--- config.mk ---
export PLATFORM = sky130hd
export DESIGN_NAME = vga_timing_controller
export DESIGN_NICKNAME = d
export VERILOG_FILES = /design/src/rtl/vga_timing_pkg.sv /design/src/rtl/sync_delay_line.sv /design/src/rtl/vga_timing_controller.sv
export SDC_FILE = /design/constraint.sdc
export NUM_CORES = 1
export LEC_CHECK = 0
export ABC_AREA = 0
export CAP_MARGIN = 20
export CORE_UTILIZATION = 47
export DETAILED_ROUTE_END_ITERATION = 6
export HOLD_SLACK_MARGIN = 0.02
export PLACE_DENSITY = 0.85
export SLEW_MARGIN = 20
export SYNTH_ARGS = -nofsm -noshare
export SYNTH_HDL_FRONTEND = slang
export SYNTH_SLANG_ARGS = --single-unit
--- constraint.sdc ---
create_clock -name clk -period 4.9 [get_ports clk]
set_clock_uncertainty 0.2 [all_clocks]
set_input_delay 0.98 -clock clk [delete_from_list [all_inputs] [get_ports clk]]
set_output_delay 0.98 -clock clk [all_outputs]
set_load 0.01 [all_outputs]
--- src/rtl/vga_timing_pkg.sv ---
// Shared raster constants and types for the VGA timing back end.
package vga_timing_pkg;

  // 640x480 @ 60 Hz defaults
  localparam int H_ACTIVE_DEF = 640;
  localparam int H_FP_DEF     = 16;
  localparam int H_SYNC_DEF   = 96;
  localparam int H_BP_DEF     = 48;
  localparam int V_ACTIVE_DEF = 480;
  localparam int V_FP_DEF     = 10;
  localparam int V_SYNC_DEF   = 2;
  localparam int V_BP_DEF     = 33;

  localparam int H_TOTAL = H_ACTIVE_DEF + H_FP_DEF + H_SYNC_DEF + H_BP_DEF;
  localparam int V_TOTAL = V_ACTIVE_DEF + V_FP_DEF + V_SYNC_DEF + V_BP_DEF;

  typedef logic [10:0] coord_t;

  typedef struct packed {
    logic hs;
    logic vs;
    logic active;
  } sync_t;

  // Idle raster state: both syncs released, outside the visible area
  localparam sync_t SYNC_IDLE = '{hs: 1'b1, vs: 1'b1, active: 1'b0};

endpackage

--- src/rtl/sync_delay_line.sv ---
// Shift register that delays the raw sync/active decode so it lines up
// with colour coming back from the object mux. DEPTH=0 is a plain wire.
module sync_delay_line
  import vga_timing_pkg::*;
#(
  parameter int DEPTH = 1
) (
  input  logic  clk,
  input  logic  resetN,
  input  sync_t i_d,
  output sync_t o_q
);

  generate
    if (DEPTH == 0) begin : g_pass
      logic w_unused_clk_rst;
      assign w_unused_clk_rst = clk & resetN;
      assign o_q = i_d;
    end else begin : g_shift
      sync_t r_sr [DEPTH];

      // Shift every clk; flush to the idle raster state on reset
      always_ff @(posedge clk or negedge resetN) begin
        if (!resetN) begin
          for (int i = 0; i < DEPTH; i++) r_sr[i] <= SYNC_IDLE;
        end else begin
          r_sr[0] <= i_d;
          for (int i = 1; i < DEPTH; i++) r_sr[i] <= r_sr[i-1];
        end
      end

      assign o_q = r_sr[DEPTH-1];
    end
  endgenerate

endmodule

--- src/rtl/vga_timing_controller.sv ---
// VGA raster timing: pixel counters, sync/blank decode, latency-matched
// output register that gates colour to black outside the active area.
module vga_timing_controller
  import vga_timing_pkg::*;
#(
  parameter int H_ACTIVE = H_ACTIVE_DEF,
  parameter int H_FP     = H_FP_DEF,
  parameter int H_SYNC   = H_SYNC_DEF,
  parameter int H_BP     = H_BP_DEF,
  parameter int V_ACTIVE = V_ACTIVE_DEF,
  parameter int V_FP     = V_FP_DEF,
  parameter int V_SYNC   = V_SYNC_DEF,
  parameter int V_BP     = V_BP_DEF,
  parameter int PIPE_DLY = 1
) (
  input  logic         clk,
  input  logic         resetN,
  input  logic         pixelEn,
  input  logic [7:0]   redIn,
  input  logic [7:0]   greenIn,
  input  logic [7:0]   blueIn,
  output logic [10:0]  pixelX,
  output logic [10:0]  pixelY,
  output logic         startOfFrame,
  output logic         vgaHS,
  output logic         vgaVS,
  output logic         vgaBlankN,
  output logic [7:0]   vgaR,
  output logic [7:0]   vgaG,
  output logic [7:0]   vgaB
);

  localparam coord_t H_ACT_C  = coord_t'(H_ACTIVE);
  localparam coord_t H_SYNC_S = coord_t'(H_ACTIVE + H_FP);
  localparam coord_t H_SYNC_E = coord_t'(H_ACTIVE + H_FP + H_SYNC);
  localparam coord_t H_LAST   = coord_t'(H_ACTIVE + H_FP + H_SYNC + H_BP - 1);
  localparam coord_t V_ACT_C  = coord_t'(V_ACTIVE);
  localparam coord_t V_SYNC_S = coord_t'(V_ACTIVE + V_FP);
  localparam coord_t V_SYNC_E = coord_t'(V_ACTIVE + V_FP + V_SYNC);
  localparam coord_t V_LAST   = coord_t'(V_ACTIVE + V_FP + V_SYNC + V_BP - 1);

  coord_t r_pixel_x;
  coord_t r_pixel_y;
  sync_t  w_raw;
  sync_t  w_dly;

  // Raster counters, advanced only on pixel-rate enables
  always_ff @(posedge clk or negedge resetN) begin
    if (!resetN) begin
      r_pixel_x <= '0;
      r_pixel_y <= '0;
    end else if (pixelEn) begin
      if (r_pixel_x == H_LAST) begin
        r_pixel_x <= '0;
        r_pixel_y <= (r_pixel_y == V_LAST) ? '0 : r_pixel_y + 1'b1;
      end else begin
        r_pixel_x <= r_pixel_x + 1'b1;
      end
    end
  end

  // Undelayed sync/active decode from the current counters
  always_comb begin
    w_raw        = SYNC_IDLE;
    w_raw.active = (r_pixel_x < H_ACT_C) && (r_pixel_y < V_ACT_C);
    w_raw.hs     = !((r_pixel_x >= H_SYNC_S) && (r_pixel_x < H_SYNC_E));
    w_raw.vs     = !((r_pixel_y >= V_SYNC_S) && (r_pixel_y < V_SYNC_E));
  end

  sync_delay_line #(.DEPTH(PIPE_DLY)) u_sync_dly (
    .clk    (clk),
    .resetN (resetN),
    .i_d    (w_raw),
    .o_q    (w_dly)
  );

  // Output register: sync, blank and colour leave on the same edge
  always_ff @(posedge clk or negedge resetN) begin
    if (!resetN) begin
      vgaHS     <= 1'b1;
      vgaVS     <= 1'b1;
      vgaBlankN <= 1'b0;
      vgaR      <= '0;
      vgaG      <= '0;
      vgaB      <= '0;
    end else begin
      vgaHS     <= w_dly.hs;
      vgaVS     <= w_dly.vs;
      vgaBlankN <= w_dly.active;
      vgaR      <= w_dly.active ? redIn   : 8'h00;
      vgaG      <= w_dly.active ? greenIn : 8'h00;
      vgaB      <= w_dly.active ? blueIn  : 8'h00;
    end
  end

  assign pixelX       = r_pixel_x;
  assign pixelY       = r_pixel_y;
  // Same clk as the enabled edge that wraps the raster back to (0,0)
  assign startOfFrame = pixelEn && (r_pixel_x == H_LAST) && (r_pixel_y == V_LAST);

endmodule

==> results by group <==
Global routing
  – GR Util All Layers: 21.3%
  – Vias in the first global route: between 1500 and 2000
  – Pin count of the biggest net entering global routing: 53
  – First-pass GRT wire length: 7290 um
  – Gr ovfl total: 0
  – Initial antenna violation count: 0

STA
  – Final setup vio count: 0
  – Minimum clock period: 4.47 ns
  – Max-slew violation count: 0
  – Sum of negative setup slack: 0 ns
  – Period utilization: 91.2%
  – Worst Tran Pin Value: 0.630 ns
  – Rel. slew slack: 58.0%
  – Fmax: ~220 MHz
  – Endpoints failing hold: 0
  – Hold slack final: 0.160 ns
  – RSZ-0062 raised after global routing: no

Clocking
  – Hold buffers post-CTS: 0
  – Clk_lat worst skew: 0.31 ns
  – TritonCTS Sinks: 52
  – CTS tree: built
  – CTS max path bufs: 2
  – Register clock-pin slew on the reported worst setup and hold paths: ~0.090 ns
  – Clock buffer count from CTS: 5
  – Post-CTS Setup Inserts: 0
  – Post-cts resize count: 0
  – H-tree levels: 2
  – Root Buffer: clkbuf_8

Place
  – Final GP Congestion: 0.818
  – Dpl hpwl: 3250 um
  – Port Buf Inserts: between 70 and 80
  – Placed cells: 309

Critical path
  – CP required: 3.72 ns
  – Reg2reg start: pixelX[0]$_DFFE_PN0P_
  – Startpoint Class: primary input
  – CP endpoint kind: output port
  – Largest fanout on the critical path: 8
  – Crit. Startpoint: pixelEn
  – CP arrival: 3.29 ns
  – Setup CP Type: primary input to output port

Synthesis
  – Mapped Cells: 186
  – Yosys warnings: 0
  – Yosys top cell area share: 57.4%
  – Most common cell in the netlist: dfrtp_1
  – EDFF count, synth: 0
  – Top cells by count, synth: dfrtp_1, and2_1, nand2_1, nand3_1, inv_1
  – Mapped Area: 2090 um2
  – Synth Flop Type: dfrtp_1
  – Asr flop ratio synth: 100%
  – Syn avg cell area: ~11 um2
  – Register area share after synthesis: a little over three fifths
  – Cell variety after synth: 31
  – Register bit total from synthesis: 52
  – Leading area contributor after synthesis: dfrtp_1
  – Synth top area cells: dfrtp_1, and2_1, dfstp_2
  – Syn nets: 216

Floorplan
  – Die Span Y: 68.7 um
  – # IOs: 77
  – Core area: between 4000 and 5000 um2
  – Die W: 68.7 um
  – Row cnt: 23
  – Initial core utilization: 50.5%
  – Full die area: about 4700 um2

Cells and area
  – Share of layout cells above drive strength 1: 5.99%
  – Net count of the finished layout: approximately 300
  – Finished Layout Cells: 317
  – Final-layout fill cell count: 292
  – Diodes inserted: 0
  – Footprint of the multi-input gates: 728 um2
  – Register Area: approximately 1300 um2
  – Area Overhead vs Synth: 43.4%

Outcome
  – Status: finished clean

Routing
  – Vias after detailed routing: 1704
  – TritonRoute pass-1 iters: 4
  – Via/cell ratio: between 5 and 6
  – Detailed-route DRC error count: 0
  – Antenna viol nets, final: 0
  – Average wire per standard cell: 14.5 um
  – DR iter-0 viols: around 120
  – Final wirelength: between 4000 and 5000 um

Power and ir drop
  – Cell Pwr Density: 285 nW/um2
  – Leakage: around 0.0013 uW
  – Max VDD drop: 0.217 mV
  – Total power: about 860 uW

Min path
  – Hold Path Class: flip-flop to flip-flop
  – Hold Startpoint: u_sync_dly.o_q[1]$_DFF_PN1_

Flow run
  – Max-cap violations: 0
==> path summary, 6_finish.rpt <==
path / to / slack, ns / cells after the start
worst max register to register: pixelY[3]$_DFFE_PN0P_ / 2.53 / 5
worst min register to register: vgaVS$_DFF_PN1_ / 0.16 / 0
worst min-delay path: vgaVS$_DFF_PN1_ / 0.16 / 0
min in group asynchronous: vgaB[2]$_DFF_PN0_ / 0.48 / 1
max in group asynchronous: pixelY[2]$_DFFE_PN0P_ / 3.59 / 1
worst max-delay path: startOfFrame / 0.43 / 5
==> registers in the layout, indices dropped and copies added (netlist names) <==
signal          flops
vgaG                8
vgaVS               1
vgaBlankN           1
u_sync_dly.o_q      3
pixelX             11
vgaHS               1
vgaB                8
pixelY             11
vgaR                8
==> worst max-delay path, stage by stage <==
cell and delay [ns]:
clkdlybuf4s50_1 0.58, nand4_1 0.29, or4_1 0.73, nor2_1 0.15
clkdlybuf4s50_1 0.56
==> through the flow <==
stage | util [%] | cell area [um2] | worst slack [ns]
2_1_floorplan | - | 2090 | 1.66
3_3_place_gp | 70.0 | 2900 | 0.476
3_5_place_dp | 70.0 | 2900 | 0.430
4_1_cts | 72.4 | 3000 | 0.440
5_1_grt | 72.4 | 3000 | 0.304
6_report | 72.4 | 3000 | 0.433
==> kinds of logic (layout without fill, tap and decap cells) <==
| family | Yosys count | in the layout | share of synthesized area [%] |
|---|---|---|---|
| simple gates | 84 | 84 | 23.2 |
| xor+xnor | 9 | 9 | 3.77 |
| flops | 52 | 52 | 62.4 |
| compound gates | 23 | 23 | 6.04 |
| buf+inv | 15 | 96 | 2.81 |
| fa+ha+maj | 3 | 3 | 1.79 |
==> layout by cell type (no fill, tap or decap), drive strengths merged <==
master,Yosys,final
or4,1,1
and2,25,25
buf,1,2
and4,2,2
nor4,5,5
a21oi,7,7
clkbuf,3,6
dfstp,4,4
nand2b,1,1
and4b,1,1
nand2,12,12
nor2,3,3
nor2b,1,1
a31oi,2,2
clkinvlp,0,2
o21ai,9,9
nand3,12,12
o22ai,4,4
xor2,4,4
or3b,1,1
and3,4,4
nor3,4,4
dfrtp,48,48
clkdlybuf4s50,0,75
or3,3,3
inv,11,11
or4b,1,1
xnor2,5,5
ha,3,3
a22o,1,1
nand4,8,8
==> final cells by class <==
class / instances / share of cell area, %
Clock inverter: 2 / 0.500
Inverter: 11 / 1.38
Tap cell: 50 / 2.08
Timing Repair Buffer: 77 / 25.5
Multi-Input combinational cell: 119 / 24.3
Clock buffer: 6 / 2.75
Sequential cell: 52 / 43.5
==> where the power goes <==
part / total [uW] / internal [uW] / switching (uW) / leakage, uW
combinational: 119 / 71.4 / 47.8 / 0.000607
sequential: 477 / 448 / 29.7 / 0.000672
clock: 258 / 115 / 144 / 0.0000434
==> routing by layer <==
layer,track usage [%],vias to the layer above,share of wire (%)
met1,24.8,806,42
met5,0,-,0
met3,7.57,8,12
met4,8.93,0,1.7
li1,-,806,-
met2,35.5,84,44
No activity file was read; power rests on OpenSTA's default activity.
